--- config.mk ---
export PLATFORM = sky130hd
export DESIGN_NAME = pc_clk_gen_flat
export DESIGN_NICKNAME = d
export VERILOG_FILES = /design/src/rtl/pc_clk_pkg.sv /design/src/rtl/pc_clk_gen_if.sv /design/src/rtl/pc_clk_cfg_reg.sv /design/src/rtl/pc_clk_gen.sv /design/src/flat_wrapper.sv
export SDC_FILE = /design/constraint.sdc
export NUM_CORES = 1
export LEC_CHECK = 0
export CAP_MARGIN = 25
export CORE_MARGIN = 5
export CORE_UTILIZATION = 60
export CTS_CLUSTER_DIAMETER = 60
export DETAILED_ROUTE_END_ITERATION = 16
export PLACE_DENSITY = 0.89
export SETUP_SLACK_MARGIN = 0.15
export SKIP_CTS_REPAIR_TIMING = 1
export SLEW_MARGIN = 20
export SYNTH_ARGS = -nofsm -noshare
export SYNTH_HDL_FRONTEND = slang
export SYNTH_SLANG_ARGS = --single-unit
--- constraint.sdc ---
create_clock -name clk -period 6.6 [get_ports clk]
set_clock_uncertainty 0.05 [all_clocks]
set_input_delay 1.65 -clock clk [delete_from_list [all_inputs] [get_ports clk]]
set_output_delay 1.65 -clock clk [all_outputs]
set_load 0.02 [all_outputs]
--- src/rtl/pc_clk_pkg.sv ---
// Shared definitions for the PC clock generator: FSM state encoding and the
// mode codes presented on the mode input.
package pc_clk_pkg;

  typedef enum logic [1:0] {
    ST_HALT = 2'd0,
    ST_HIGH = 2'd1,
    ST_LOW  = 2'd2
  } state_t;

  localparam logic [1:0] MODE_HALT = 2'b00;
  localparam logic [1:0] MODE_RUN  = 2'b01;
  localparam logic [1:0] MODE_STEP = 2'b10;
  // Code 2'b11 is deliberately not named: it behaves exactly like MODE_HALT.

endpackage

--- src/rtl/pc_clk_gen_if.sv ---
// Control/status bundle of the PC clock generator.
//   mode, step_req            : run control (master -> slave)
//   cfg_half, cfg_valid       : half-period reload request (master -> slave)
//   cfg_ready                 : reload slot free (slave -> master)
//   clk_out, rise_tick,
//   fall_tick, period_done,
//   busy                      : registered generator outputs (slave -> master)
interface pc_clk_gen_if #(
  parameter int DIV_W = 8
) ();
  logic [1:0]       mode;
  logic             step_req;
  logic [DIV_W-1:0] cfg_half;
  logic             cfg_valid;
  logic             cfg_ready;
  logic             clk_out;
  logic             rise_tick;
  logic             fall_tick;
  logic             period_done;
  logic             busy;

  modport master (
    output mode, step_req, cfg_half, cfg_valid,
    input  cfg_ready, clk_out, rise_tick, fall_tick, period_done, busy
  );

  modport slave (
    input  mode, step_req, cfg_half, cfg_valid,
    output cfg_ready, clk_out, rise_tick, fall_tick, period_done, busy
  );
endinterface

--- src/rtl/pc_clk_cfg_reg.sv ---
// Holding register for a half-period reload request.
//   clk, reset     : core clock, async active-high reset
//   cfg_half/valid : incoming request; accepted when the slot is empty
//   apply          : generator consumed the pending value this cycle
//   cfg_ready      : slot empty
//   pending_half/vld : held value and its valid flag
module pc_clk_cfg_reg #(
  parameter int DIV_W = 8
) (
  input  logic             clk,
  input  logic             reset,
  input  logic [DIV_W-1:0] cfg_half,
  input  logic             cfg_valid,
  input  logic             apply,
  output logic             cfg_ready,
  output logic [DIV_W-1:0] pending_half,
  output logic             pending_vld
);

  logic             pending_vld_q, pending_vld_d;
  logic [DIV_W-1:0] pending_half_q, pending_half_d;
  logic             capture;

  // Capture and apply are mutually exclusive: capture needs an empty slot,
  // apply needs a full one.
  always_comb begin
    capture        = cfg_valid && !pending_vld_q;
    pending_vld_d  = pending_vld_q;
    pending_half_d = pending_half_q;
    if (capture) begin
      pending_vld_d  = 1'b1;
      pending_half_d = cfg_half;
    end else if (apply) begin
      pending_vld_d  = 1'b0;
    end
  end

  always_ff @(posedge clk or posedge reset) begin
    if (reset) pending_vld_q <= 1'b0;
    else       pending_vld_q <= pending_vld_d;
  end

  // The value is only meaningful while pending_vld_q is set, so it needs no reset.
  always_ff @(posedge clk) begin
    pending_half_q <= pending_half_d;
  end

  assign cfg_ready    = !pending_vld_q;
  assign pending_half = pending_half_q;
  assign pending_vld  = pending_vld_q;

endmodule

--- src/rtl/pc_clk_gen.sv ---
// Programmable divided-clock / clock-enable generator for the PC domain.
//   clk, reset : core clock, async active-high reset
//   bus        : pc_clk_gen_if slave port (mode/step control, half-period
//                reload handshake, registered clk_out and tick outputs)
// clk_out is high for max(half,1) cycles then low for the same count.
// A started period always runs to completion; reloads take effect only at
// period boundaries or while halted.
module pc_clk_gen
  import pc_clk_pkg::*;
#(
  parameter int DIV_W      = 8,
  parameter int RESET_HALF = 4
) (
  input  logic         clk,
  input  logic         reset,
  pc_clk_gen_if.slave  bus
);

  state_t           state_q, state_d;
  logic [DIV_W-1:0] cnt_q, cnt_d;
  logic [DIV_W-1:0] active_half_q, active_half_d;
  logic             clk_out_q, clk_out_d;
  logic             rise_tick_q, rise_tick_d;
  logic             fall_tick_q, fall_tick_d;
  logic             period_done_q, period_done_d;
  logic             busy_q, busy_d;

  logic [DIV_W-1:0] pending_half;
  logic             pending_vld;
  logic             apply;
  logic             at_end;
  logic             boundary;
  logic             go;
  logic [DIV_W-1:0] start_m1;

  // Counter load value for a phase: max(h,1)-1, so full-scale h never wraps.
  function automatic logic [DIV_W-1:0] half_m1(input logic [DIV_W-1:0] h);
    return (h == '0) ? '0 : h - DIV_W'(1);
  endfunction

  pc_clk_cfg_reg #(.DIV_W(DIV_W)) u_cfg (
    .clk          (clk),
    .reset        (reset),
    .cfg_half     (bus.cfg_half),
    .cfg_valid    (bus.cfg_valid),
    .apply        (apply),
    .cfg_ready    (bus.cfg_ready),
    .pending_half (pending_half),
    .pending_vld  (pending_vld)
  );

  always_comb begin
    at_end   = (cnt_q == '0);
    boundary = (state_q == ST_LOW) && at_end;
    apply    = pending_vld && ((state_q == ST_HALT) || boundary);
    go       = (bus.mode == MODE_RUN) || ((bus.mode == MODE_STEP) && bus.step_req);
    // A period starting on the same edge a value is applied uses that value.
    start_m1 = apply ? half_m1(pending_half) : half_m1(active_half_q);

    state_d       = state_q;
    cnt_d         = cnt_q;
    active_half_d = apply ? pending_half : active_half_q;
    clk_out_d     = clk_out_q;
    rise_tick_d   = 1'b0;
    fall_tick_d   = 1'b0;

    unique case (state_q)
      ST_HALT: begin
        if (go) begin
          state_d     = ST_HIGH;
          cnt_d       = start_m1;
          clk_out_d   = 1'b1;
          rise_tick_d = 1'b1;
        end
      end
      ST_HIGH: begin
        if (at_end) begin
          state_d     = ST_LOW;
          cnt_d       = half_m1(active_half_q);
          clk_out_d   = 1'b0;
          fall_tick_d = 1'b1;
        end else begin
          cnt_d = cnt_q - DIV_W'(1);
        end
      end
      ST_LOW: begin
        if (at_end) begin
          if (bus.mode == MODE_RUN) begin
            state_d     = ST_HIGH;
            cnt_d       = start_m1;
            clk_out_d   = 1'b1;
            rise_tick_d = 1'b1;
          end else begin
            state_d = ST_HALT;
          end
        end else begin
          cnt_d = cnt_q - DIV_W'(1);
        end
      end
      default: state_d = ST_HALT;
    endcase

    // Registered look-ahead so period_done and busy carry no input paths.
    period_done_d = (state_d == ST_LOW) && (cnt_d == '0);
    busy_d        = (state_d != ST_HALT);
  end

  always_ff @(posedge clk or posedge reset) begin
    if (reset) begin
      state_q       <= ST_HALT;
      cnt_q         <= '0;
      active_half_q <= DIV_W'(RESET_HALF);
      clk_out_q     <= 1'b0;
      rise_tick_q   <= 1'b0;
      fall_tick_q   <= 1'b0;
      period_done_q <= 1'b0;
      busy_q        <= 1'b0;
    end else begin
      state_q       <= state_d;
      cnt_q         <= cnt_d;
      active_half_q <= active_half_d;
      clk_out_q     <= clk_out_d;
      rise_tick_q   <= rise_tick_d;
      fall_tick_q   <= fall_tick_d;
      period_done_q <= period_done_d;
      busy_q        <= busy_d;
    end
  end

  assign bus.clk_out     = clk_out_q;
  assign bus.rise_tick   = rise_tick_q;
  assign bus.fall_tick   = fall_tick_q;
  assign bus.period_done = period_done_q;
  assign bus.busy        = busy_q;

endmodule

--- src/flat_wrapper.sv ---
// flat-port wrapper written by rule: the top's interface ports become plain ports
module pc_clk_gen_flat import pc_clk_pkg::*;
#(
  parameter int DIV_W      = 8,
  parameter int RESET_HALF = 4
)
  (clk, reset, bus_mode, bus_step_req, bus_cfg_half, bus_cfg_valid, bus_cfg_ready, bus_clk_out, bus_rise_tick, bus_fall_tick, bus_period_done, bus_busy);
  pc_clk_gen_if #(.DIV_W(DIV_W)) bus_i ();
  input  logic clk;
  input  logic reset;
  input wire logic [$bits(bus_i.mode)-1:0] bus_mode;
  input wire logic [$bits(bus_i.step_req)-1:0] bus_step_req;
  input wire logic [$bits(bus_i.cfg_half)-1:0] bus_cfg_half;
  input wire logic [$bits(bus_i.cfg_valid)-1:0] bus_cfg_valid;
  output wire logic [$bits(bus_i.cfg_ready)-1:0] bus_cfg_ready;
  output wire logic [$bits(bus_i.clk_out)-1:0] bus_clk_out;
  output wire logic [$bits(bus_i.rise_tick)-1:0] bus_rise_tick;
  output wire logic [$bits(bus_i.fall_tick)-1:0] bus_fall_tick;
  output wire logic [$bits(bus_i.period_done)-1:0] bus_period_done;
  output wire logic [$bits(bus_i.busy)-1:0] bus_busy;
  assign bus_i.mode = bus_mode;
  assign bus_i.step_req = bus_step_req;
  assign bus_i.cfg_half = bus_cfg_half;
  assign bus_i.cfg_valid = bus_cfg_valid;
  assign bus_cfg_ready = bus_i.cfg_ready;
  assign bus_clk_out = bus_i.clk_out;
  assign bus_rise_tick = bus_i.rise_tick;
  assign bus_fall_tick = bus_i.fall_tick;
  assign bus_period_done = bus_i.period_done;
  assign bus_busy = bus_i.busy;
  pc_clk_gen #(.DIV_W(DIV_W), .RESET_HALF(RESET_HALF)) u_core (.clk(clk), .reset(reset), .bus(bus_i));
endmodule
==> impl_summary.md <==
Timing
Timing would allow up to 291 MHz. The transition at the pin with the smallest max-transition slack is 795 ps. The final-report hold violation count was 0. Setup repair after global routing left no endpoint under its margin. The worst pin sits at a relative slew slack of 46.2%.

Setup total negative slack on the finished layout was measured at 0 ps. After layout, the worst path uses 52.1% of the clock period. The total count of max-transition violations in the final report is 0.

Once routing completed, OpenROAD measured the worst setup slack at 3160 ps. Setup violations remaining at the end of the flow were counted as 0. The smallest clock period supported by the final layout is computed as 3440 ps.

Cells and area
The layout cell share with drive strength beyond 1 is 14.1%. Summing all flip-flop and latch instances after layout gives 842 um2. The final layout contains 268 nets. The number of antenna diodes is 0.

From synthesis to final layout, the design area changed by 13.7%. Counting the fill cells in the layout gives 268. The utilization after layout is 72.0%.

Summing all multi-input logic gate instances after layout gives 0.00124 mm2.

Yosys
After synthesis the cells add up to 0.00216 mm2. Ranked by total cell area, the synthesized netlist is headed by sky130_fd_sc_hd__dfrtp_1, sky130_fd_sc_hd__edfxtp_1, sky130_fd_sc_hd__mux2_2. Counting distinct cell types in the post-synthesis netlist gives 66. After synthesis, the largest area contributor takes up 26.6% of total cell area.

The proportion of synthesized chip area in sequential cells is 38.9%. The post-synthesis average cell area is 9.61 um2. The post-synth net total is 245.

sky130_fd_sc_hd__dfrtp_1 is the most common cell in the netlist. Counting flops and latches in the post-synthesis netlist gives 32. The leading area contributor after synthesis is sky130_fd_sc_hd__dfrtp_1. After synthesis, the share of flip-flops with an asynchronous set or reset is 75.0%.

The synthesized instance count is 225. For this run, the leading register cell type out of synthesis is sky130_fd_sc_hd__dfrtp_1. The number of warnings issued by yosys is 0. The commonest cells after synthesis are sky130_fd_sc_hd__dfrtp_1, sky130_fd_sc_hd__inv_1, sky130_fd_sc_hd__nand2_1. The number of enable-type register cells in the synthesized netlist is 8.

Clock network
The longest clock path from root to sink contains 2 buffers. The number of clock buffers added by TritonCTS is 5. The level count of the clock H-tree is 2. TritonCTS built the clock tree. Clock-pin slew was measured on the worst setup and hold paths at 90 ps. The later-pin clock latency in the skew report is 330 ps. The number of clock sinks seen by CTS is 32. The tree is rooted in a sky130_fd_sc_hd__clkbuf_4.

Placement
The HPWL after detailed placement is 4090 um. Routability-driven placement finished with a final weighted congestion of 0.948. Buffers placed on the I/O ports in this run total 19. Prior to clock tree synthesis, the placed netlist has a worst setup slack of 2850 ps.

Floorplan
The core region is 0.00342 mm2. From left edge to right edge, the die measures 70.0 um. The vertical die dimension is 70.0 um. The total I/O pin count is 20. The starting density of the core is 63.3%. The area of the die is 0.00491 mm2.

The count of standard-cell rows is 21.

Global route
The number of antenna violations at the first check in global routing is 0. The global-route wire length before repair is 8700 um. The number of global-route vias before repair is 1869. The total grt overflow is 0. The total global routing track utilization is 22.2%. Entering global routing, the biggest net connects 25 pins.

Power and ir drop
In this run the static leakage power is 0.978 nW. Dividing total power by cell area gives a power density of 438 mW/mm2. The maximum VDD drop is 0.250 mV.

Critical path
STA classifies the critical path endpoint as a register. Data arrives at the worst endpoint at 3630 ps. The endpoint required time on the critical path is 6800 ps. The largest single stage delay on the critical path is 520 ps. The cell family with the largest share of critical-path delay is compound AO/OA/AOI/OAI gates. Of all nets on the critical path, the largest fanout is 5. The critical path start-end classification is input port to register. The worst-path cell with the longest stage delay is sky130_fd_sc_hd__clkdlybuf4s50_1. Walking the worst path, the cells encountered are clkdlybuf4s50_1 -> and2b_2 -> o21ai_0 -> a211oi_2 -> a221oi_1 -> nand4_1 -> nor4_4. The worst setup path is launched from an input port.

The count of buffer and inverter cells on the critical path is 1.

Routing
After detailed routing, the total wire length is 5150 um. Dividing the detail-routed wire length by the instance count gives 17.5 um. The first routing iteration left 213 violations. The routed layout has 1904 vias.

After detailed routing, the number of vias per cell comes to 6.45. Once detail routing completed, the nets flagged for antenna violations numbered 0. The number of iterations in the first detailed-routing pass is 4. After detailed routing, the number of remaining DRC violations is 0.

Job
The count of max-cap constraint violations is 0.

Hold path
The worst hold-check path type is register to register.

Outcome
The flow ran to the end, and the final reports show no timing, DRC or antenna violations.
==> power by group <==
group | internal (mW) | total, mW | switching [mW]
combinational | 0.259 | 0.591 | 0.333
sequential | 0.279 | 0.383 | 0.104
clock | 0.0408 | 0.102 | 0.0616
total | 0.578 | 1.08 | 0.498
==> cell type report <==
cell class	count	share of cell area [%]
sequential	32	34.2
multi-input combinational	172	50.5
tap	46	2.34
clock inverter	1	0.153
inverter	17	2.59
clock buffer	7	1.83
timing repair buffer	20	8.34
==> through the flow <==
step | power [mW] | area (um2) | hold slack [ps] | std cells
floorplan | 0.814 | 2160 | 458 | 225
global placement | 0.955 | 2400 | 429 | 286
detailed placement | 0.965 | 2400 | 443 | 286
CTS | 1.07 | 2440 | 463 | 294
global route | 1.16 | 2460 | 557 | 295
finish | 1.08 | 2460 | 463 | 295
==> worst min-delay path, cell delays in order, from the launching register on <==
cell,delay [ps]
sky130_fd_sc_hd__dfrtp_1,360
sky130_fd_sc_hd__nor2_1,50
sky130_fd_sc_hd__nor2_1,70
==> path summary, 6_finish.rpt <==
check / slack [ps] / depth (start not counted) / end / start
worst max-delay path: 3160 / 7 / u_core.bus.period_done / bus_mode[1]
worst min-delay path: 460 / 2 / u_core.bus.clk_out / u_core.bus.clk_out
worst max register to register: 3680 / 8 / u_core.bus.period_done / u_core.active_half_q[0]
worst min register to register: 460 / 2 / u_core.bus.clk_out / u_core.bus.clk_out
max in group asynchronous: 4390 / 3 / u_core.active_half_q[2] / reset
min in group asynchronous: 1580 / 2 / u_core.cnt_q[1] / reset
==> metal layers <==
metal  track usage [%]  part of all wire [%]  vias up
met5                 0                     0        -
met4              9.79                   3.0        0
met3              5.02                   6.1       16
met2              38.5                    51       78
met1              26.1                    40      913
li1                  -                     -      897
==> state kept, by name, indices dropped and copies added (netlist names) <==
name / cells
u_core.active_half_q: 8
u_core.cnt_q: 8
u_core.u_cfg.pending_half: 8
u_core.state_q: 2
u_core.bus.busy: 1
u_core.bus.clk_out: 1
u_core.bus.fall_tick: 1
u_core.bus.period_done: 1
u_core.bus.rise_tick: 1
u_core.u_cfg.pending_vld: 1
==> cells by family after synthesis <==
kind of cell | count (synthesis) | synth area share (%)
simple gates | 86 | 24.9
mux | 9 | 4.57
xor+xnor | 9 | 3.64
fa+ha+maj | 6 | 3.47
flops | 32 | 38.9
compound gates | 62 | 20.9
buf+inv | 21 | 3.64
==> layout by cell type (no fill, tap or decap), types with 3 or more instances in the layout <==
| cell | instances |
|---|---|
| sky130_fd_sc_hd__dfrtp_1 | 23 |
| sky130_fd_sc_hd__clkdlybuf4s50_1 | 19 |
| sky130_fd_sc_hd__inv_1 | 17 |
| sky130_fd_sc_hd__nand2_1 | 17 |
| sky130_fd_sc_hd__nor2_1 | 15 |
| sky130_fd_sc_hd__o21ai_0 | 12 |
| sky130_fd_sc_hd__nor3_1 | 10 |
| sky130_fd_sc_hd__a21oi_1 | 10 |
| sky130_fd_sc_hd__edfxtp_1 | 8 |
| sky130_fd_sc_hd__mux2_2 | 7 |
| sky130_fd_sc_hd__nand3_1 | 6 |
| sky130_fd_sc_hd__ha_1 | 6 |
| sky130_fd_sc_hd__xnor2_1 | 5 |
| sky130_fd_sc_hd__clkbuf_4 | 5 |
| sky130_fd_sc_hd__nor2b_1 | 4 |
| sky130_fd_sc_hd__xor2_1 | 4 |
| sky130_fd_sc_hd__a2111oi_0 | 4 |
| sky130_fd_sc_hd__nor3b_1 | 3 |
| sky130_fd_sc_hd__nand4_1 | 3 |
| sky130_fd_sc_hd__or2_2 | 3 |
| sky130_fd_sc_hd__a221oi_1 | 3 |
| sky130_fd_sc_hd__a211oi_1 | 3 |
| sky130_fd_sc_hd__o21a_1 | 3 |
Note: power is estimated with default switching activity, not from simulation.
